[config.mk]
export PLATFORM = sky130hd
export DESIGN_NAME = fn1_prod_accum_flat
export DESIGN_NICKNAME = d
export VERILOG_FILES = /design/src/rtl/fn1_accum_pkg.sv /design/src/rtl/fn1_prod_accum_if.sv /design/src/rtl/fn1_accum_out_reg.sv /design/src/rtl/fn1_prod_accum.sv /design/src/flat_wrapper.sv
export SDC_FILE = /design/constraint.sdc
export NUM_CORES = 1
export LEC_CHECK = 0
export CELL_PAD_IN_SITES_DETAIL_PLACEMENT = 1
export CELL_PAD_IN_SITES_GLOBAL_PLACEMENT = 1
export CORE_MARGIN = 1.5
export CORE_UTILIZATION = 46
export CTS_CLUSTER_DIAMETER = 100
export DETAILED_ROUTE_END_ITERATION = 6
export PLACE_DENSITY_LB_ADDON = 0.08
export SETUP_SLACK_MARGIN = 0.3
export SYNTH_ARGS = -nofsm -noshare
export SYNTH_HDL_FRONTEND = slang
export SYNTH_SLANG_ARGS = --single-unit
[constraint.sdc]
create_clock -name clk -period 6.5 [get_ports clk]
set_input_delay 0.975 -clock clk [delete_from_list [all_inputs] [get_ports clk]]
set_output_delay 0.975 -clock clk [all_outputs]
set_load 0.02 [all_outputs]
[src/rtl/fn1_accum_pkg.sv]
// Shared types and default widths for the fn1 product accumulator.
// Latency: n/a (declarations only).
// Backpressure: n/a.
package fn1_accum_pkg;

   typedef enum logic [1:0] {
      IDLE  = 2'd0,
      ACCUM = 2'd1,
      FULL  = 2'd2
   } state_t;

   localparam int DEF_IN_W      = 31;
   localparam int DEF_ACC_W     = 40;
   localparam int DEF_MAX_TERMS = 256;

   // Width of a counter that must hold the value max_terms itself.
   function automatic int cnt_width(input int max_terms);
      return $clog2(max_terms + 1);
   endfunction

   localparam int DEF_CNT_W = cnt_width(DEF_MAX_TERMS);

endpackage

[src/rtl/fn1_prod_accum_if.sv]
// Product-in / sum-out handshake bundle for fn1_prod_accum.
// Latency: n/a (wires only).
// Backpressure: in_ready from the accumulator, out_ready from the consumer.
interface fn1_prod_accum_if
   import fn1_accum_pkg::*;
#(
   parameter int IN_W  = DEF_IN_W,
   parameter int ACC_W = DEF_ACC_W,
   parameter int CNT_W = DEF_CNT_W
);
   logic             in_valid;
   logic [IN_W-1:0]  in_data;
   logic             in_last;
   logic             in_ready;
   logic             flush;
   logic             out_valid;
   logic             out_ready;
   logic [ACC_W-1:0] out_data;
   logic [CNT_W-1:0] out_count;
   logic             out_ovf;

   modport master (
      output in_valid, in_data, in_last, flush, out_ready,
      input  in_ready, out_valid, out_data, out_count, out_ovf
   );

   modport slave (
      input  in_valid, in_data, in_last, flush, out_ready,
      output in_ready, out_valid, out_data, out_count, out_ovf
   );
endinterface

[src/rtl/fn1_accum_out_reg.sv]
// One-entry valid/ready holding register for a closed group {sum, count, ovf}.
// Latency: 1 cycle from load_i to valid_o.
// Backpressure: holds contents while valid_o & ~ready_i; a load in the transfer cycle replaces them.
module fn1_accum_out_reg #(
   parameter int ACC_W = 40,
   parameter int CNT_W = 9
) (
   input  logic             clk,
   input  logic             reset,
   input  logic             load_i,
   input  logic [ACC_W-1:0] data_i,
   input  logic [CNT_W-1:0] count_i,
   input  logic             ovf_i,
   input  logic             ready_i,
   output logic             valid_o,
   output logic [ACC_W-1:0] data_o,
   output logic [CNT_W-1:0] count_o,
   output logic             ovf_o
);
   logic             valid_q, valid_d;
   logic [ACC_W-1:0] data_q, data_d;
   logic [CNT_W-1:0] count_q, count_d;
   logic             ovf_q, ovf_d;

   // Load wins over drain; payload only changes on load.
   always_comb begin
      valid_d = valid_q;
      data_d  = data_q;
      count_d = count_q;
      ovf_d   = ovf_q;
      if (load_i) begin
         valid_d = 1'b1;
         data_d  = data_i;
         count_d = count_i;
         ovf_d   = ovf_i;
      end else if (ready_i) begin
         valid_d = 1'b0;
      end
   end

   // Output register state.
   always_ff @(posedge clk or posedge reset) begin
      if (reset) begin
         valid_q <= 1'b0;
         data_q  <= '0;
         count_q <= '0;
         ovf_q   <= 1'b0;
      end else begin
         valid_q <= valid_d;
         data_q  <= data_d;
         count_q <= count_d;
         ovf_q   <= ovf_d;
      end
   end

   assign valid_o = valid_q;
   assign data_o  = data_q;
   assign count_o = count_q;
   assign ovf_o   = ovf_q;
endmodule

[src/rtl/fn1_prod_accum.sv]
// Sums groups of fn1 multiplier products; a group closes on in_last, MAX_TERMS terms, or flush.
// Latency: closing beat accepted at edge N -> out_valid after edge N. FN1_ACC_SAT_EN: clamp instead of wrap.
// Backpressure: in_ready = ~FULL | out_ready, so a result transfer and a new beat can share a cycle.
module fn1_prod_accum
   import fn1_accum_pkg::*;
#(
   parameter int IN_W      = DEF_IN_W,
   parameter int ACC_W     = DEF_ACC_W,
   parameter int MAX_TERMS = DEF_MAX_TERMS,
   parameter int CNT_W     = cnt_width(MAX_TERMS)
) (
   input  logic             clk,
   input  logic             reset,
   fn1_prod_accum_if.slave  bus
);
   state_t           state_q, state_d;
   logic [ACC_W-1:0] acc_q, acc_d;
   logic [CNT_W-1:0] cnt_q, cnt_d;
   logic             ovf_q, ovf_d;

   logic             in_ready;
   logic             beat;
   logic             partial;
   logic [ACC_W-1:0] base_acc;
   logic [CNT_W-1:0] base_cnt;
   logic [ACC_W:0]   sum_w;
   logic [ACC_W-1:0] sum_val;
   logic [CNT_W-1:0] sum_cnt;
   logic             sum_ovf;
   logic             close_beat;
   logic             flush_only;
   logic             load;
   logic [ACC_W-1:0] ld_data;
   logic [CNT_W-1:0] ld_count;
   logic             ld_ovf;

   assign in_ready = (state_q != FULL) | bus.out_ready;
   assign beat     = bus.in_valid & in_ready;
   assign partial  = (state_q == ACCUM);
   assign base_acc = partial ? acc_q : '0;
   assign base_cnt = partial ? cnt_q : '0;

   // One extra bit catches the carry out of the accumulator.
   assign sum_w   = {1'b0, base_acc} + {{(ACC_W + 1 - IN_W){1'b0}}, bus.in_data};
   assign sum_cnt = base_cnt + CNT_W'(1);
   assign sum_ovf = sum_w[ACC_W] | (partial & ovf_q);

   // Saturating build clamps on carry; once at all-ones it stays there for the group.
   always_comb begin
`ifdef FN1_ACC_SAT_EN
      sum_val = sum_w[ACC_W] ? {ACC_W{1'b1}} : sum_w[ACC_W-1:0];
`else
      sum_val = sum_w[ACC_W-1:0];
`endif
   end

   assign close_beat = bus.in_last | (sum_cnt == CNT_W'(MAX_TERMS)) | bus.flush;
   assign flush_only = ~beat & bus.flush & partial;

   // Next state, accumulator update and result load.
   always_comb begin
      state_d  = state_q;
      acc_d    = acc_q;
      cnt_d    = cnt_q;
      ovf_d    = ovf_q;
      load     = 1'b0;
      ld_data  = sum_val;
      ld_count = sum_cnt;
      ld_ovf   = sum_ovf;
      if (beat) begin
         if (close_beat) begin
            load    = 1'b1;
            state_d = FULL;
            acc_d   = '0;
            cnt_d   = '0;
            ovf_d   = 1'b0;
         end else begin
            state_d = ACCUM;
            acc_d   = sum_val;
            cnt_d   = sum_cnt;
            ovf_d   = sum_ovf;
         end
      end else if (flush_only) begin
         load     = 1'b1;
         ld_data  = acc_q;
         ld_count = cnt_q;
         ld_ovf   = ovf_q;
         state_d  = FULL;
         acc_d    = '0;
         cnt_d    = '0;
         ovf_d    = 1'b0;
      end else if ((state_q == FULL) && bus.out_ready) begin
         state_d = IDLE;
      end
   end

   // FSM and partial-sum registers; reset drops any partial group.
   always_ff @(posedge clk or posedge reset) begin
      if (reset) begin
         state_q <= IDLE;
         acc_q   <= '0;
         cnt_q   <= '0;
         ovf_q   <= 1'b0;
      end else begin
         state_q <= state_d;
         acc_q   <= acc_d;
         cnt_q   <= cnt_d;
         ovf_q   <= ovf_d;
      end
   end

   fn1_accum_out_reg #(
      .ACC_W (ACC_W),
      .CNT_W (CNT_W)
   ) u_out_reg (
      .clk     (clk),
      .reset   (reset),
      .load_i  (load),
      .data_i  (ld_data),
      .count_i (ld_count),
      .ovf_i   (ld_ovf),
      .ready_i (bus.out_ready),
      .valid_o (bus.out_valid),
      .data_o  (bus.out_data),
      .count_o (bus.out_count),
      .ovf_o   (bus.out_ovf)
   );

   assign bus.in_ready = in_ready;
endmodule

[src/flat_wrapper.sv]
// flat-port wrapper written by rule: the top's interface ports become plain ports
module fn1_prod_accum_flat import fn1_accum_pkg::*;
#(
   parameter int IN_W      = DEF_IN_W,
   parameter int ACC_W     = DEF_ACC_W,
   parameter int MAX_TERMS = DEF_MAX_TERMS,
   parameter int CNT_W     = cnt_width(MAX_TERMS)
)
  (clk, reset, bus_in_valid, bus_in_data, bus_in_last, bus_flush, bus_out_ready, bus_in_ready, bus_out_valid, bus_out_data, bus_out_count, bus_out_ovf);
  fn1_prod_accum_if #(.IN_W(IN_W), .ACC_W(ACC_W), .CNT_W(CNT_W)) bus_i ();
  input  logic clk;
  input  logic reset;
  input wire logic [$bits(bus_i.in_valid)-1:0] bus_in_valid;
  input wire logic [$bits(bus_i.in_data)-1:0] bus_in_data;
  input wire logic [$bits(bus_i.in_last)-1:0] bus_in_last;
  input wire logic [$bits(bus_i.flush)-1:0] bus_flush;
  input wire logic [$bits(bus_i.out_ready)-1:0] bus_out_ready;
  output wire logic [$bits(bus_i.in_ready)-1:0] bus_in_ready;
  output wire logic [$bits(bus_i.out_valid)-1:0] bus_out_valid;
  output wire logic [$bits(bus_i.out_data)-1:0] bus_out_data;
  output wire logic [$bits(bus_i.out_count)-1:0] bus_out_count;
  output wire logic [$bits(bus_i.out_ovf)-1:0] bus_out_ovf;
  assign bus_i.in_valid = bus_in_valid;
  assign bus_i.in_data = bus_in_data;
  assign bus_i.in_last = bus_in_last;
  assign bus_i.flush = bus_flush;
  assign bus_i.out_ready = bus_out_ready;
  assign bus_in_ready = bus_i.in_ready;
  assign bus_out_valid = bus_i.out_valid;
  assign bus_out_data = bus_i.out_data;
  assign bus_out_count = bus_i.out_count;
  assign bus_out_ovf = bus_i.out_ovf;
  fn1_prod_accum #(.IN_W(IN_W), .ACC_W(ACC_W), .MAX_TERMS(MAX_TERMS), .CNT_W(CNT_W)) u_core (.clk(clk), .reset(reset), .bus(bus_i));
endmodule
==> flow_summary.ini, run 1 <==
[layout]
syn_to_final_growth_pct = 20.2
drive_above_1_share_pct = 6.12
n_antenna_cell = 0
finalInstanceArea_um2 = 7750
nFillCells = 1653
nNetsFinal = 866
fin_util_pct = 56.3

[clock_tree]
cts_buffer_depth = 2
numCtsBuffers = 9
cts_tree = done
clk_pin_slew_ns = 0.08
hold_buffers = 0
worst_skew_pair.late_latency_ns = 0.37
cts_resized = 0
clkSinkCount = 103
cts_setup_buffers = 0
cts_max_level = 3
root_buffer = clkbuf_16

[worst_hold_path]
worst_hold_path_type = reg -> reg
min_from = u_core.u_out_reg.count_o[4]

[synthesis]
synth_ff_type = dfrtp_1
synth_cells = 726
synth-seq-cells = 103
synth.avg_cell_area_um2 = 8.89
yosysSeqAreaShare_pct = 40.0
synth_edf_count = 0
synth_most_common_cell = dfrtp_1
synth_common_cells = 103 x dfrtp_1, 82 x nor2_1, 61 x nand2_1
ys_async_sr_fraction_pct = 100
synth_cell_types = 69
synthesis.area_um2 = 6450
yosys_warnings = 0
yosys.area.top_type = dfrtp_1
yosys.area.top_type_share_pct = 40.0
synth_area_leaders = dfrtp_1 40%, ha_1 6.2%, nor2_1 4.8%
syn_nets = 796

[drt]
drt_pass1_iterations = 5
vias = 6028
drtIter0Drc = 351
postRouteAntennaNets = 0
drt_wl_total_um = 20100
wl_per_cell_um = 20.5
drc = 0
avgViaCountPerCell = 6.14

[power_and_ir_drop]
power.total_uw = 1860
cellLeakagePower_uw = 0.00336
ir_worst_vdd_mv = 0.159
powerDensity_nw_per_um2 = 240

[placement]
hpwl_um = 13700
gp_congestion = 0.897
port_buffers = 88
dpl_cell_area_um2 = 7450

[worst_setup_path]
critPathLaunch = u_core.state_q[0]
worstPathArrival_ns = 4.87
required_ns = 6.72
start_kind = register
critPathMaxFanout = 24
cp-end-kind = register
r2r-start = u_core.state_q[0]
r2r_slack_ns = 1.85
criticalPathCategory = reg -> reg

[sta]
whs_ns = 0.504
clock_skew_ns = 0.0109
hold_viol = 0
setup_viol = 0
fin_tns_setup_ns = 0
worst_pin_slew_ns = 1.03
finalMaxSlewViolations = 0
fin_crit_sh_pct = 71.6
relSlewSlack_pct = 31.0
period_minus_slack_ns = 4.65
rsz0062_at_grt = no
clock.fmax_mhz = 215

[floorplan]
die-area_um2 = 14700
rows = 43
fp.dieH_um = 121
ioPinCount = 89
start_util_pct = 46.8
core_area_um2 = 13800
die_w_um = 121

[job]
timing.max_cap.violations = 0

[global_routing]
antenna_found_initial = 0
grt_use_met1_pct = 35.8
grtUsageTotal_pct = 28.6
overflow = 0
grt_max_degree = 61
grt_pass1_wl_um = 33100
grt_busiest_layer = met2
grt_use_met3_pct = 4.93
grt_pass1_vias = 6461
met2_usage_pct = 50.5

[status]
status = finished, final reports clean
[final timing paths]
check,endpoint,cells after the start
hold / removal,u_core.u_out_reg.count_o[4],2
setup reg to reg,u_core.ovf_q,11
setup / recovery,u_core.ovf_q,11
min in group asynchronous,u_core.u_out_reg.data_o[3],2
max in group asynchronous,u_core.acc_q[30],3
hold reg to reg,u_core.u_out_reg.count_o[4],2
[registers in the layout, summed over array words and instances (netlist names)]
| name | cells |
|---|---|
| u_core.ovf_q | 1 |
| u_core.state_q | 2 |
| u_core.u_out_reg.count_o | 9 |
| u_core.acc_q | 40 |
| u_core.cnt_q | 9 |
| u_core.u_out_reg.ovf_o | 1 |
| u_core.u_out_reg.valid_o | 1 |
| u_core.u_out_reg.data_o | 40 |
[cells in the final DEF, fill, tap and decap left out, types with 5 or more instances in the layout]
master	n
a22oi_1	8
o21ai_0	53
a21o_1	11
a22o_1	33
ha_1	32
nand2_1	61
a211oi_1	5
xnor2_1	18
o211ai_1	7
o21a_1	5
o22ai_1	28
a21oi_1	54
nor3_1	15
or2_2	5
clkdlybuf4s50_1	88
buf_4	6
nand3_1	16
xor2_1	14
clkbuf_16	9
inv_1	18
and2_1	37
or3_1	6
nor2_1	81
dfrtp_1	103
[where the power goes]
part / switching [uW] / total [uW] / internal [uW]
sequential: 52.0 / 772 / 720
combinational: 291 / 511 / 220
clock: 266 / 578 / 312
total: 609 / 1860 / 1250
[critical path: stages (launching register included)]
cell	delay [ns]
dfrtp_1	0.43
nor2b_2	0.81
and2_1	0.30
ha_1	0.25
nand4b_1	0.24
nor3_1	0.27
mux2_2	0.38
or4_4	0.53
nand3_1	0.59
nor2_1	0.37
o21ai_0	0.23
o21ai_0	0.11
[layout make-up]
class,count,area (um^2),area share (%)
Timing Repair Buffer,94,926,11.9
Inverter,19,73.8,0.952
Multi-Input combinational cell,569,3640,47.0
Tap cell,180,225,2.91
Clock buffer,10,239,3.08
Sequential cell,103,2580,33.2
Clock inverter,6,67.6,0.872
[stage by stage]
step,instances,setup slack (ns)
after global placement,965,2.07
final,981,1.85
after detailed placement,965,1.91
after global routing,981,1.48
after floorplan,726,2.82
after CTS,981,1.88
[logic make-up (layout without fill, tap and decap cells)]
group	count (synthesis)	count (layout)	share of synthesized area, %
AO/OA/AOI/OAI	247	247	25.8
XOR/XNOR	32	32	4.34
adder cells (fa/ha/maj)	33	33	6.52
buffers and inverters	54	129	3.67
flip-flops	103	103	40.0
multiplexers	4	4	0.698
AND/OR/NAND/NOR	253	253	19.0
[per-layer routing]
metal  wire length [um]  vias up  share of wire (%)
li1                   -     2777                  -
met1               8590     3066                 43
met2              10300      151                 51
met3                827       34                4.1
met4                356        0                1.8
met5                  0        -                  0
(Power assumes the default switching activity.)
==> inputs of run 2 (changes only) <==
CORE_UTILIZATION = 42   (was 46)
clock period = 4.7 ns   (was 6.5 ns; I/O delays follow)
==> run 2 against run 1 <==
  * Largest power group unchanged
  * Final cell count is 1.6% higher
  * Core utilization is 4.4 points lower
  * Highest routed layer unchanged
  * Sequential share of layout area decreased by 0.35 points
==> flow_summary.ini, run 2 (synthesis results as in run 1) <==
[floorplan]
die_w_um = 127
fp.dieH_um = 127
core_area_um2 = 15100
ioPinCount = 89
start_util_pct = 42.8
rows = 45
die-area_um2 = 16100

[placement]
dpl_cell_area_um2 = 7520
gp_congestion = 0.884
port_buffers = 88
hpwl_um = 14100

[layout]
nNetsFinal = 875
fin_util_pct = 51.9
layout_commonest_cell = dfrtp_1
layout_common_cells = 103 x dfrtp_1, 88 x clkdlybuf4s50_1, 81 x nor2_1
syn_to_final_growth_pct = 21.5
drive_above_1_share_pct = 6.80
n_antenna_cell = 0
finalInstanceArea_um2 = 7840

[drt]
drc = 0
drtIter0Drc = 264
drt_pass1_iterations = 4
avgViaCountPerCell = 5.96
postRouteAntennaNets = 0
vias = 5945
wl_per_cell_um = 20.3
drt_wl_total_um = 20200

[clock_tree]
cts_buffer_depth = 2
cts_tree = done
root_buffer = clkbuf_16
cts_setup_buffers = 0
numCtsBuffers = 9
cts_resized = 0
clk_pin_slew_ns = 0.07
clkSinkCount = 103
cts_max_level = 3
hold_buffers = 0
worst_skew_pair.late_latency_ns = 0.36

[worst_setup_path]
r2r_end = u_core.u_out_reg.count_o[0]
rr_worst_depth = 12
r2r_slack_ns = 0.66
worstPathArrival_ns = 4.28
r2r-start = u_core.state_q[0]
start_kind = register
cp-end-kind = register
required_ns = 4.94
critPathMaxFanout = 25
critPathLaunch = u_core.state_q[0]
criticalPathCategory = reg -> reg

[worst_hold_path]
min_to = u_core.u_out_reg.data_o[5]
holdPathStages = 2
min_from = u_core.u_out_reg.data_o[5]
worst_hold_path_type = reg -> reg

[global_routing]
antenna_found_initial = 0
grt_busiest_layer = met2
met2_usage_pct = 45.7
overflow = 0
grt_use_met1_pct = 33.1
grt_use_met3_pct = 4.81
grt_pass1_wl_um = 33300
grt_max_degree = 69
grtUsageTotal_pct = 26.0
grt_pass1_vias = 6464

[sta]
rsz0062_at_grt = no
setup_viol = 0
clock.fmax_mhz = 248
fin_tns_setup_ns = 0
hold_viol = 0
fin_crit_sh_pct = 85.9
whs_ns = 0.496
period_minus_slack_ns = 4.04
relSlewSlack_pct = 27.4
clock_skew_ns = 0.00767
worst_pin_slew_ns = 1.09
finalMaxSlewViolations = 0

[power_and_ir_drop]
cellLeakagePower_uw = 0.00341
ir_worst_vdd_mv = 0.189
powerDensity_nw_per_um2 = 333

[status]
status = finished, final reports clean

[job]
timing.max_cap.violations = 0
-- run 2: critical path: stages (launching register included) --
cell,delay (ns)
dfrtp_1,0.43
nor2b_2,0.45
and2_1,0.26
ha_1,0.24
nand4b_1,0.26
nor3_1,0.29
mux2_2,0.38
or4_4,0.54
a21o_4,0.33
buf_4,0.27
a21oi_1,0.20
o21ai_0,0.12
o31a_1,0.11
-- run 2: worst max-delay path by stage --
| stage | to | slack (ns) |
|---|---|---|
| 3_3_place_gp | u_core.u_out_reg.count_o[7] | 0.78 |
| 5_1_grt | u_core.u_out_reg.count_o[0] | 0.37 |
| 6_report | u_core.u_out_reg.count_o[0] | 0.66 |
| 4_1_cts | u_core.acc_q[37] | 0.64 |
| 2_1_floorplan | u_core.u_out_reg.data_o[28] | 1.03 |
| 3_5_place_dp | u_core.u_out_reg.count_o[0] | 0.68 |
-- run 2: through the flow --
step	instances	total power (uW)	setup slack, ns
2_1_floorplan	726	1480	1.03
3_3_place_gp	982	1790	0.783
3_5_place_dp	982	1810	0.681
4_1_cts	997	2640	0.641
5_1_grt	997	2730	0.367
6_report	997	2610	0.662
-- run 2: area by class of cell --
| type | count | area (um^2) |
|---|---|---|
| Multi-Input combinational cell | 569 | 3640 |
| Timing Repair Buffer | 103 | 993 |
| Inverter | 19 | 73.8 |
| Sequential cell | 103 | 2580 |
| Clock inverter | 4 | 70.1 |
| Fill cell | 1752 | 7250 |
| Clock buffer | 11 | 243 |
| Tap cell | 188 | 235 |
-- run 2: layer usage --
| layer | vias up | part of all wire [%] |
|---|---|---|
| met1 | 3019 | 45 |
| met5 | - | 0 |
| met2 | 102 | 51 |
| met4 | 0 | 1.2 |
| met3 | 21 | 3.1 |
| li1 | 2803 | - |
-- run 2: report_power, final --
group          total, uW  leakage, uW  switching [uW]  internal, uW
combinational        714      0.00194             403           311
sequential          1070      0.00132            78.4           996
clock                821     0.000155             344           477
